[config.mk]
export PLATFORM = sky130hd
export DESIGN_NAME = mac_stream_acc
export DESIGN_NICKNAME = d
export VERILOG_FILES = /design/src/rtl/mac_pkg.sv /design/src/rtl/mac_sat_round.sv /design/src/rtl/mac_stream_acc.sv
export SDC_FILE = /design/constraint.sdc
export NUM_CORES = 1
export LEC_CHECK = 0
export ABC_AREA = 1
export CAP_MARGIN = 20
export CELL_PAD_IN_SITES_DETAIL_PLACEMENT = 0
export CELL_PAD_IN_SITES_GLOBAL_PLACEMENT = 1
export CORE_ASPECT_RATIO = 1.2
export CORE_MARGIN = 1
export CORE_UTILIZATION = 35
export CTS_CLUSTER_DIAMETER = 60
export DETAILED_ROUTE_END_ITERATION = 10
export GPL_ROUTABILITY_DRIVEN = 0
export PLACE_DENSITY_LB_ADDON = 0.1
export SYNTH_ARGS = -nofsm -noshare
export SYNTH_HDL_FRONTEND = slang
export SYNTH_SLANG_ARGS = --single-unit
export TNS_END_PERCENT = 5
[constraint.sdc]
create_clock -name clk -period 4 [get_ports clk]
set_clock_uncertainty 0.05 [all_clocks]
set_input_delay 1.2 -clock clk [delete_from_list [all_inputs] [get_ports clk]]
set_output_delay 1.2 -clock clk [all_outputs]
set_load 0.1 [all_outputs]
[src/rtl/mac_pkg.sv]
// Shared types and defaults for the streaming MAC stages.
// State encoding, Q-format defaults and accumulator sizing.
package mac_pkg;

    typedef enum logic [1:0] {
        ACCUM = 2'd0,
        DRAIN = 2'd1,
        HOLD  = 2'd2
    } state_e;

    localparam int WIDTH_DEF = 16;
    localparam int FRAC_DEF  = 8;
    localparam int DEPTH_DEF = 4;

    // Smallest accumulator that cannot wrap over DEPTH full-scale products.
    function automatic int acc_w_min(input int width, input int depth);
        return 2 * width + $clog2(depth);
    endfunction

    localparam int ACC_W_MIN_DEF = acc_w_min(WIDTH_DEF, DEPTH_DEF);
    localparam int ACC_W_DEF     = 40;

    localparam logic signed [WIDTH_DEF-1:0] SMAX_DEF = 16'sh7FFF;
    localparam logic signed [WIDTH_DEF-1:0] SMIN_DEF = 16'sh8000;

endpackage

[src/rtl/mac_sat_round.sv]
// Combinational rescale: arithmetic shift by FRAC, then saturate.
// MAC_ROUND_EN adds round-half-up ahead of the shift.
module mac_sat_round #(
    parameter int ACC_W = 40,
    parameter int WIDTH = 16,
    parameter int FRAC  = 8
) (
    input  logic [ACC_W-1:0] acc_i,
    output logic [WIDTH-1:0] data_o,
    output logic             sat_o
);

    localparam int PADW = ACC_W + 2 - WIDTH;

    localparam logic signed [ACC_W:0] SMAX =
        {{PADW{1'b0}}, {(WIDTH-1){1'b1}}};
    localparam logic signed [ACC_W:0] SMIN =
        {{PADW{1'b1}}, {(WIDTH-1){1'b0}}};

    // One guard bit so the rounding add cannot overflow.
    logic signed [ACC_W:0] ext;
    logic signed [ACC_W:0] shf;

`ifdef MAC_ROUND_EN
    localparam logic signed [ACC_W:0] HALF =
        ((ACC_W+1)'(1) << FRAC) >> 1;
    assign ext = $signed({acc_i[ACC_W-1], acc_i}) + HALF;
`else
    assign ext = $signed({acc_i[ACC_W-1], acc_i});
`endif

    assign shf = ext >>> FRAC;

    // Clip the shifted value into the signed WIDTH range.
    always_comb begin
        sat_o  = 1'b0;
        data_o = shf[WIDTH-1:0];
        if (shf > SMAX) begin
            sat_o  = 1'b1;
            data_o = SMAX[WIDTH-1:0];
        end else if (shf < SMIN) begin
            sat_o  = 1'b1;
            data_o = SMIN[WIDTH-1:0];
        end
    end

endmodule

[src/rtl/mac_stream_acc.sv]
// Streaming dot-product MAC: multiply, accumulate DEPTH terms, rescale.
// Rounding in the rescaler is enabled by defining MAC_ROUND_EN.
module mac_stream_acc
    import mac_pkg::*;
#(
    parameter int WIDTH = WIDTH_DEF,
    parameter int FRAC  = FRAC_DEF,
    parameter int DEPTH = DEPTH_DEF,
    parameter int ACC_W = ACC_W_DEF
) (
    input  logic             clk,
    input  logic             rst_n,
    input  logic             in_valid,
    output logic             in_ready,
    input  logic [WIDTH-1:0] in_a,
    input  logic [WIDTH-1:0] in_b,
    output logic             out_valid,
    input  logic             out_ready,
    output logic [WIDTH-1:0] out_data,
    output logic             out_sat
);

    localparam int CNT_W = (DEPTH > 1) ? $clog2(DEPTH) : 1;
    localparam logic [CNT_W-1:0] LAST = CNT_W'(DEPTH - 1);

    state_e                   state_q, state_d;
    logic [CNT_W-1:0]         cnt_q, cnt_d;
    logic signed [2*WIDTH-1:0] prod_q, prod_d;
    logic                     prod_vld_q, prod_vld_d;
    logic signed [ACC_W-1:0]  acc_q, acc_d;
    logic                     in_ready_q, in_ready_d;
    logic                     out_valid_q, out_valid_d;
    logic [WIDTH-1:0]         out_data_q, out_data_d;
    logic                     out_sat_q, out_sat_d;

    logic [WIDTH-1:0] rs_data;
    logic             rs_sat;
    logic             accept;
    logic             last_term;
    logic             release_out;
    logic             load;
    logic             clear;

    assign accept      = in_valid && in_ready_q;
    assign last_term   = accept && (cnt_q == LAST);
    assign release_out = out_valid_q && out_ready;

    mac_sat_round #(
        .ACC_W (ACC_W),
        .WIDTH (WIDTH),
        .FRAC  (FRAC)
    ) u_sat_round (
        .acc_i  (acc_q),
        .data_o (rs_data),
        .sat_o  (rs_sat)
    );

    // State register plus all datapath and output flops.
    always_ff @(posedge clk or negedge rst_n) begin
        if (!rst_n) begin
            state_q     <= ACCUM;
            cnt_q       <= '0;
            prod_q      <= '0;
            prod_vld_q  <= 1'b0;
            acc_q       <= '0;
            in_ready_q  <= 1'b0;
            out_valid_q <= 1'b0;
            out_data_q  <= '0;
            out_sat_q   <= 1'b0;
        end else begin
            state_q     <= state_d;
            cnt_q       <= cnt_d;
            prod_q      <= prod_d;
            prod_vld_q  <= prod_vld_d;
            acc_q       <= acc_d;
            in_ready_q  <= in_ready_d;
            out_valid_q <= out_valid_d;
            out_data_q  <= out_data_d;
            out_sat_q   <= out_sat_d;
        end
    end

    // Next state: DRAIN waits until no product is still in flight.
    always_comb begin
        state_d = state_q;
        unique case (state_q)
            ACCUM:   if (last_term) state_d = DRAIN;
            DRAIN:   if (!prod_vld_q) state_d = HOLD;
            HOLD:    if (release_out) state_d = ACCUM;
            default: state_d = ACCUM;
        endcase
    end

    // FSM outputs: result load, accumulator clear, registered ready.
    always_comb begin
        load       = (state_q == DRAIN) && !prod_vld_q;
        clear      = (state_q == HOLD) && release_out;
        in_ready_d = (state_d == ACCUM);
    end

    // Two-stage datapath: product register, then accumulate.
    always_comb begin
        cnt_d      = cnt_q;
        prod_d     = prod_q;
        prod_vld_d = accept;
        acc_d      = acc_q;
        if (accept) begin
            cnt_d  = last_term ? '0 : cnt_q + 1'b1;
            prod_d = $signed(in_a) * $signed(in_b);
        end
        if (clear) begin
            acc_d = '0;
        end else if (prod_vld_q) begin
            acc_d = acc_q + ACC_W'(prod_q);
        end
    end

    // Result register holds until the downstream handshake.
    always_comb begin
        out_valid_d = out_valid_q;
        out_data_d  = out_data_q;
        out_sat_d   = out_sat_q;
        if (load) begin
            out_valid_d = 1'b1;
            out_data_d  = rs_data;
            out_sat_d   = rs_sat;
        end else if (release_out) begin
            out_valid_d = 1'b0;
        end
    end

    assign in_ready  = in_ready_q;
    assign out_valid = out_valid_q;
    assign out_data  = out_data_q;
    assign out_sat   = out_sat_q;

endmodule

Yosys cells after proc, flatten, opt, wreduce, memory -nomap -nowiden
Cells that the tools add are included.
{"block": "op_classes", "n_addsub": 2, "mul": 1, "order_cmp": 2, "eq_ne": 3, "muxes": 13, "n_reduce_logical": 10}
{"op": "40-bit 2-to-1 mux", "n": 2}
{"op": "40-bit by 32-bit adder with 40-bit output", "n": 1}
{"op": "32-bit by 16-bit > comparator with 1-bit output (second input constant)", "n": 1}
{"op": "32-bit by 16-bit < comparator with 1-bit output (second input constant)", "n": 1}
{"op": "16-bit by 16-bit multiplier with 32-bit output", "n": 1}
{"op": "16-bit 2-to-1 mux", "n": 2}
{"op": "2-bit 2-to-1 mux", "n": 4}
{"op": "2-bit case mux with 3 select lines", "n": 1}
{"op": "1-bit logical AND", "n": 5}
{"op": "2-bit == test (second input constant)", "n": 2}
{"op": "2-bit zero test", "n": 2}
{"op": "1-bit 2-to-1 mux", "n": 4}
{"op": "2-bit nonzero test", "n": 2}
{"op": "2-bit by 1-bit adder with 2-bit output (second input constant)", "n": 1}
{"op": "2-bit by 1-bit == test with 1-bit output (second input constant)", "n": 1}
{"op": "1-bit zero test", "n": 1}
{"block": "totals", "regBits": 96, "in_bits": 36, "out_inout_bits": 19, "word_cells": 40}

Logic depth before layout (Yosys ltp)
Gate-level depths: netlist (run 1).
{"block": "logic_depth", "depth_word": 5, "ltp_mapped": 29, "ltp_nobuf": 27}

Cells and area by module
Synthesis (run 1) repeated with hierarchy kept, for this count alone.
{"block": "unflattened", "cells_unflattened": 2532, "area_unflattened_um2": 17744.5}
{"module": "mac_stream_acc", "instances": 1, "cells_per_inst": 2468, "area_each_um2": 17466.8, "seq_area_each_um2": 2402.3}
{"module": "mac_sat_round", "instances": 1, "cells_per_inst": 64, "area_each_um2": 277.8, "seq_area_each_um2": 0.0}

Worst setup path after synthesis (run 1)
OpenSTA, ideal clock, no wires.
{"block": "synth_path", "path_kind": "in2reg", "start": "input port in_b[3]", "end": "register prod_q[31]", "setup_time_ns": 0.118, "arrival_time_ns": 6.424, "t_required_ns": 3.832, "path_slack_ns": -2.592, "path_stages": 22, "n_path_buf": 2, "path_cell_list": "clkbuf_1 > clkbuf_1 > nand2_1 > inv_1 > fa_1 > fa_1 > fa_1 > fa_1 > inv_1 > fa_1 > fa_1 > inv_1 > ha_1 > inv_1 > nor3_1 > nand2_1 > nor3_1 > nand2_1 > nand3_1 > nand2_1 > nand3_1 > nand2_1"}
{"block": "synth_via", "elab_chain_len": 1}
{"item": "from (decl)", "line": "mac_stream_acc.sv:16", "source": "input logic [WIDTH-1:0] in_b,"}
{"item": "16-bit by 16-bit multiplier with 32-bit output", "line": "mac_stream_acc.sv:109", "source": "prod_d = $signed(in_a) * $signed(in_b);"}
{"item": "to (signal assigned)", "line": "mac_stream_acc.sv:73", "source": "prod_q <= prod_d;"}
{"item": "to (decl)", "line": "mac_stream_acc.sv:28", "source": "logic signed [2*WIDTH-1:0] prod_q, prod_d;"}
No other way between the ends.
A chain may end at the register's enable or synchronous reset.

Final worst setup path (run 1)
{"block": "layout_path", "start": "input port in_a[13]", "end": "register prod_q[20]"}
{"block": "layout_via", "elab_chain_len": 1}
{"item": "from (decl)", "line": "mac_stream_acc.sv:15", "source": "input logic [WIDTH-1:0] in_a,"}
{"item": "16-bit by 16-bit multiplier with 32-bit output", "line": "mac_stream_acc.sv:109"}
No other way between the ends.

==> results of run 1 <==
-- routing by layer --
metal,track usage [%],up-vias
li1,-,7912
met1,25.1,7613
met2,44.6,232
met3,1.59,115
met4,10.4,0
met5,0,-
-- per-stage QoR --
| step | cell area (sq um) | hold WS, ns | worst slack [ns] |
|---|---|---|---|
| floorplan | 18100 | 0.396 | -2.08 |
| global placement | 20500 | 0.414 | -3.08 |
| detailed placement | 20500 | 0.424 | -3.10 |
| CTS | 22600 | 0.434 | -1.97 |
| global route | 22800 | 0.463 | -2.18 |
| finish | 22800 | 0.429 | -2.04 |
-- cell usage in the layout (no fill, tap or decap), types with 25 or more instances in the layout --
cell     count
fa_1       242
dfrtp_1     96
o21ai_0     43
inv_1      589
inv_2       48
nor2_1     124
buf_4      216
ha_1        95
nand3_1     76
nand2_2     57
nand2_1    760
buf_12      29
nand4_1     30
buf_6       34
ha_4        25
a21oi_1     37
-- kinds of logic (layout without fill, tap and decap cells) --
group / after synthesis / after routing / share of synthesized area (%)
and+or+nand+nor: 1154 / 1154 / 26.9
buffers and inverters: 721 / 981 / 15.3
adders and majority gates: 385 / 385 / 38.3
AOI/OAI and AO/OA: 159 / 159 / 5.10
DFF: 96 / 96 / 13.6
xor gates and xnor gates: 15 / 15 / 0.742
-- critical path: cells and delay by family --
kind | cells | cell delay, ns
adders and majority gates | 7 | 3.41
buffers and inverters | 7 | 0.73
and+or+nand+nor | 9 | 0.87
-- worst min path at each step --
stage / startpoint / to / depth (start not counted)
floorplan: state_q[1] / state_q[0] / 1
global placement: state_q[1] / state_q[0] / 1
detailed placement: state_q[1] / state_q[0] / 1
CTS: state_q[1] / state_q[0] / 1
global route: state_q[1] / state_q[0] / 1
finish: state_q[1] / state_q[0] / 1
-- final cells by class --
cell class / count / area, sq um / share of cell area (%)
sequential: 96 / 2400 / 10.5
multi-input combinational: 1713 / 13700 / 59.9
clock buffer: 9 / 225 / 0.988
clock inverter: 6 / 92.6 / 0.406
timing repair buffer: 320 / 3180 / 13.9
inverter: 646 / 2440 / 10.7
tap: 637 / 797 / 3.50
-- repair_timing --
item | CTS | global route
hold buffers | 0 | 0
cloned | 16 | 0
buffers inserted | 69 | 2
setup endpoints to repair | 28 | 28
resized for setup | 358 | 65
pin swaps | 127 | 62
-- state kept, by name (all words and copies together), names as in the netlist --
| register | flops |
|---|---|
| out_sat | 1 |
| out_valid | 1 |
| in_ready | 1 |
| out_data | 16 |
| state_q | 2 |
| prod_q | 32 |
| acc_q | 40 |
| cnt_q | 2 |
| prod_vld_q | 1 |
==> run summary, run 1 <==
* status: complete, but fails checks
* violated checks: negative setup slack
* gate count of the mapped netlist: 2530
* clock tree from TritonCTS: built
* Critical path origin: in_a[13]
* critical path endpoint category: register
* Max Freq: 0.166 GHz
* number of diodes: 0
* wire length of the first global-routing pass: 91.9 mm
* type of the worst setup path: in -> reg
* boundary pin count: 55
* dominant cell by count in the synthesized netlist: nand2_1
* cell at the root of the clock tree: clkbuf_16
* first-pass detailed-route iteration total: 5
* cell repeated most along the worst path: fa_1
* Core ar.: 49600 sq um
* topmost layer with routed signal wires: met4
* Die Span X: 207 um
* Worst EP arrival: 6.25 ns
* setup violation total in the final timing report: 27
* clock latency at the later pin of the worst-skew pair: 0.38 ns
* Placement Rows: 89
* Worst Path Required: 4.21 ns
* dominant register cell in the synthesized netlist: dfrtp_1
* cts bufs inserted: 9
* largest buffer count on any clock path: 2
* overall track demand over capacity in global routing: 22.9%
* number of standard cells in the layout, taps in and fillers out: 3427
* max-capacitance violation count: 0
* Post-Route Utilization: 46.0%
* Clock H-tree levels: 3
* setup slack after layout: -2.04 ns
* crit share post-route: 151%
* nets in the synthesized netlist: 2951
* minimum clock period: 6.04 ns
* met3 wire length: 907 um
* IO buf count: 54
* count of yosys warnings during synthesis: 0
* worst max-slew margin expressed relative to the limit: 30.1%
* final hold violation count: 0
* detailed-routing wirelength on met1: 22.8 mm
* top cells by area, synth: fa_1, nand2_1, dfrtp_1
* Max Fanout on Critical Path: 14
* final total negative setup slack: -47.94 ns
* die boundary height: 248 um
* violation count after the first detailed-route iteration: 715
* CP endpoint: prod_q[20]
* number of inserted filler cells in the final layout: 5061
* residual antenna-violating net count after detailed routing: 0
* share of synthesized flip-flops with an asynchronous set or reset: 100%
* total instance count after detailed placement: 3327
* area grow syn2layout: 28.7%
* number of antenna violations at the first check in global routing: 0
* vias in the first global route: 17200
* Crit path largest cell delay: 0.55 ns
* top cell types by occurrence after synthesis: nand2_1, inv_1, fa_1, nor2_1, ha_1
* average wire per standard cell: 16.6 um
* cell depth of the worst flop-to-flop path: 12
* capture point of the worst reg-to-reg path: acc_q[28]
* pin count of the biggest net entering global routing: 97
* clock sink count: 96
* via count: 15900
* register-to-register setup slack: 1.28 ns
* total grt overflow: 0
* post-synth top area cell: fa_1
* top cell type's share of synthesized area: 29.7%
* Starting Density: 35.8%
* CTS clk-pin slew, worst paths: 0.07 ns
* Crit Reg-Reg Startpoint: prod_q[0]
* ordered cell list for the critical path: dlygate4sd2_1, buf_12, nand2_2, fa_1, fa_1, fa_2, inv_1, fa_1, fa_1, inv_1, fa_1, inv_2, ha_4, nand2_4, inv_4, buf_6, nand2_8, nor2_4, nand4_1, nand3_1, nand2_1, nand3_2, nand2_1
* post-synthesis instance area: 17700 sq um
* number of vias per cell: 4.63
* synthesized flop and latch total: 96
* mean instance size in the synthesized netlist: 7.00 sq um
* cell with the largest stage delay on the worst path: fa_2
* share of post-route cells with drive strength above 1: 21.9%
* Post-layout nets: 3207
* total wirelength of the detailed-routed design: 57.0 mm
* number of pins exceeding their max-slew limit in the final report: 0
* number of enable-type register cells in the synthesized netlist: 0
* hpwl dp: 46.5 mm
* drt drc: 0
* RSZ-0062 raised after global routing: yes
* type of the most critical hold path: reg -> reg
* element type at the critical path start: primary input
* met2 routed WL: 30.6 mm
* Seq/Total Area, Yosys: 13.6%
* slew at the pin with the worst max-slew slack: 1.04 ns
* Die ar.: 51500 sq um
* count of different cell masters after synthesis: 43
Power of run 1 is left out: the tool's default activity adds up to more than one toggle a clock period on the data nets, which glitch-free logic cannot reach.
==> run 2: changes to the inputs <==
--- a/config.mk
+++ b/config.mk
@@ -10,8 +10,9 @@
 export CELL_PAD_IN_SITES_DETAIL_PLACEMENT = 0
 export CELL_PAD_IN_SITES_GLOBAL_PLACEMENT = 1
 export CORE_ASPECT_RATIO = 1.2
-export CORE_MARGIN = 1
+export CORE_MARGIN = 5
 export CORE_UTILIZATION = 35
+export CTS_BUF_LIST = sky130_fd_sc_hd__clkbuf_8
 export CTS_CLUSTER_DIAMETER = 60
 export DETAILED_ROUTE_END_ITERATION = 10
 export GPL_ROUTABILITY_DRIVEN = 0
==> run 2 against run 1 <==
  * The run still ends with negative setup slack left
  * Design area grew 0.93%
  * Maximum frequency rose by 2.2%
  * Core utilization decreased by 0.19 points
  * Wire length rose by 0.38%
  * Critical path depth fell by 1
  * First-iteration DRC count shrank 7.6%
  * Global-route usage decreased by 1.9 points
  * Worst setup slack better by 0.13 ns
  * Register-to-register slack worse by 0.02 ns
==> run summary, run 2 (synthesis gave the netlist of run 1 again) <==
* status: complete, but fails checks
* violated checks: negative setup slack
* most frequent cells in the layout: nand2_1, inv_1, fa_1, buf_4, nor2_1
* clock tree from TritonCTS: built
* total grt overflow: 0, unchanged
* Die ar.: 55200 sq um, +7.2%
* cell at the root of the clock tree: clkbuf_8
* IO buf count: 54, unchanged
* wire length of the first global-routing pass: 92.2 mm, +0.28%
* via count: 16000, +0.62%
* cell depth of the worst flop-to-flop path: 12, unchanged
* final hold violation count: 0, unchanged
* Crit Reg-Reg Startpoint: prod_q[0]
* type of the worst setup path: in -> reg
* max-capacitance violation count: 0, unchanged
* vias in the first global route: 17200, +0.029%
* cts bufs inserted: 9, unchanged
* share of post-route cells with drive strength above 1: 24.5%, +2.6 points
* setup violation total in the final timing report: 27, unchanged
* leading cell type in the layout, fill and taps excluded: nand2_1
* family of cells with the greatest summed delay on the critical path: adder cells
* CTS clk-pin slew, worst paths: 0.10 ns, +0.03 ns
* capture point of the worst reg-to-reg path: acc_q[28]
* area grow syn2layout: 29.9%
* slew at the pin with the worst max-slew slack: 1.05 ns, +0.0120 ns
* Worst Path Required: 4.27 ns, +0.06 ns
* drt drc: 0, unchanged
* worst-case setup slack after placement: -3.03 ns, +0.0685 ns
* cell repeated most along the worst path: fa_1
* RSZ-0062 raised after global routing: yes
* element type at the critical path start: primary input
* Placement Rows: 90, +1.1%
* Crit path largest cell delay: 0.55 ns, about the same
* number of antenna violations at the first check in global routing: 0, unchanged
* clock latency at the later pin of the worst-skew pair: 0.43 ns, +0.05 ns
* ordered cell list for the critical path: dlygate4sd2_1, or2_4, fa_1, fa_1, inv_1, fa_1, fa_1, fa_1, inv_1, fa_1, inv_2, ha_4, nand2_4, inv_2, buf_4, nand2_4, nor2_4, nand4_1, nand3_1, nand2_1, nand3_2, nand2_1
* Starting Density: 35.3%, -0.48 points
* CP endpoint: prod_q[20]
* critical path endpoint category: register
* pin count of the biggest net entering global routing: 43, -56%
* max FFs per register: 40, unchanged
* violation count after the first detailed-route iteration: 661, -7.6%
* Clock H-tree levels: 3, unchanged
* largest buffer count on any clock path: 2, unchanged
* minimum clock period: 5.91 ns, -0.128 ns
* Post-layout nets: 3223, +0.50%
* hpwl dp: 46.8 mm, +0.67%
* register-to-register setup slack: 1.26 ns, -0.02 ns
* first-pass detailed-route iteration total: 5, unchanged
* Worst EP arrival: 6.18 ns, -0.07 ns
* design area: 23000 sq um, +0.93%
* die boundary height: 256 um, +3.2%
* logic depth of the worst setup path including buffers: 22, -4.3%
* number of vias per cell: 4.63, about the same
* overall track demand over capacity in global routing: 21.0%, -1.9 points
* final total negative setup slack: -44.42 ns, +3.52 ns
* clock sink count: 96, unchanged
* number of pins exceeding their max-slew limit in the final report: 0, unchanged
* number of diodes: 0, unchanged
* average wire per standard cell: 16.6 um, -0.32%
* residual antenna-violating net count after detailed routing: 0, unchanged
* startpoint of the worst hold path: cnt_q[1]
* cell with the largest stage delay on the worst path: fa_1
* Max Fanout on Critical Path: 4, -10
* Die Span X: 215 um, +3.9%
* type of the most critical hold path: reg -> reg
* total wirelength of the detailed-routed design: 57.2 mm, +0.38%
* Critical path origin: in_a[0]
* placement-stage cell area: 20500 sq um, about the same
* Max Freq: 0.169 GHz, +2.2%
* register bank with the most flops: acc_q
* boundary pin count: 55, unchanged
* setup slack after layout: -1.91 ns, +0.128 ns
* worst max-slew margin expressed relative to the limit: 29.3%, -0.81 points
* count of buffering cells on the critical path with inverters included: 6, -1
* Core ar.: 50200 sq um, +1.4%
* crit share post-route: 148%, -3.2 points
* number of inserted filler cells in the final layout: 5125, +1.3%
-- run 2: metal layers --
metal	wire, um	GRT usage (%)	up-vias
met5	0	0	-
met4	2520	8.23	0
met3	1010	1.37	93
met2	31500	41.1	220
met1	22200	23.5	7710
li1	-	-	7948
-- run 2: what timing repair did --
| item | 4_1_cts | 5_1_grt |
|---|---|---|
| setup endpoints to repair | 28 | 28 |
| gates resized for setup | 361 | 159 |
| pin swaps | 147 | 140 |
| cloned | 13 | 1 |
| hold buffers | 0 | 0 |
| setup buffers | 70 | 24 |
-- run 2: worst reg2reg max path, cell delays in order, from the launching register on --
cell	delay [ns]
dfrtp_1	0.40
ha_1	0.30
fa_1	0.53
nand3_1	0.13
nand3_1	0.29
nand2_1	0.17
nand3_2	0.14
nand2_1	0.10
nand2_2	0.11
nand2_1	0.16
nand3b_1	0.09
nand3_1	0.09
nand2_1	0.07
-- run 2: layout make-up --
type	count	area [sq um]	share of cell area, %
inverters	646	2450	10.6
flip-flops and latches	96	2400	10.4
clock inverters	7	66.3	0.288
clock buffers	9	124	0.538
multi-input cells	1713	13900	60.5
repair buffers	336	3250	14.1
well taps	644	806	3.50
-- run 2: per-stage QoR --
step                utilization (%)  std cells  hold WS [ns]
global route                   45.8       3451         0.484
finish                         45.8       3451         0.444
floorplan                         -       2530         0.396
CTS                            44.7       3430         0.455
global placement               40.9       3333         0.416
detailed placement             40.9       3333         0.427
-- run 2: worst min-delay path by stage --
stage | cells past startpoint | to
after global placement | 1 | state_q[0]
after detailed placement | 2 | cnt_q[1]
after CTS | 2 | cnt_q[1]
after floorplan | 1 | state_q[0]
final | 2 | cnt_q[1]
after global routing | 2 | acc_q[7]
Power of run 2 is left out for the same reason.
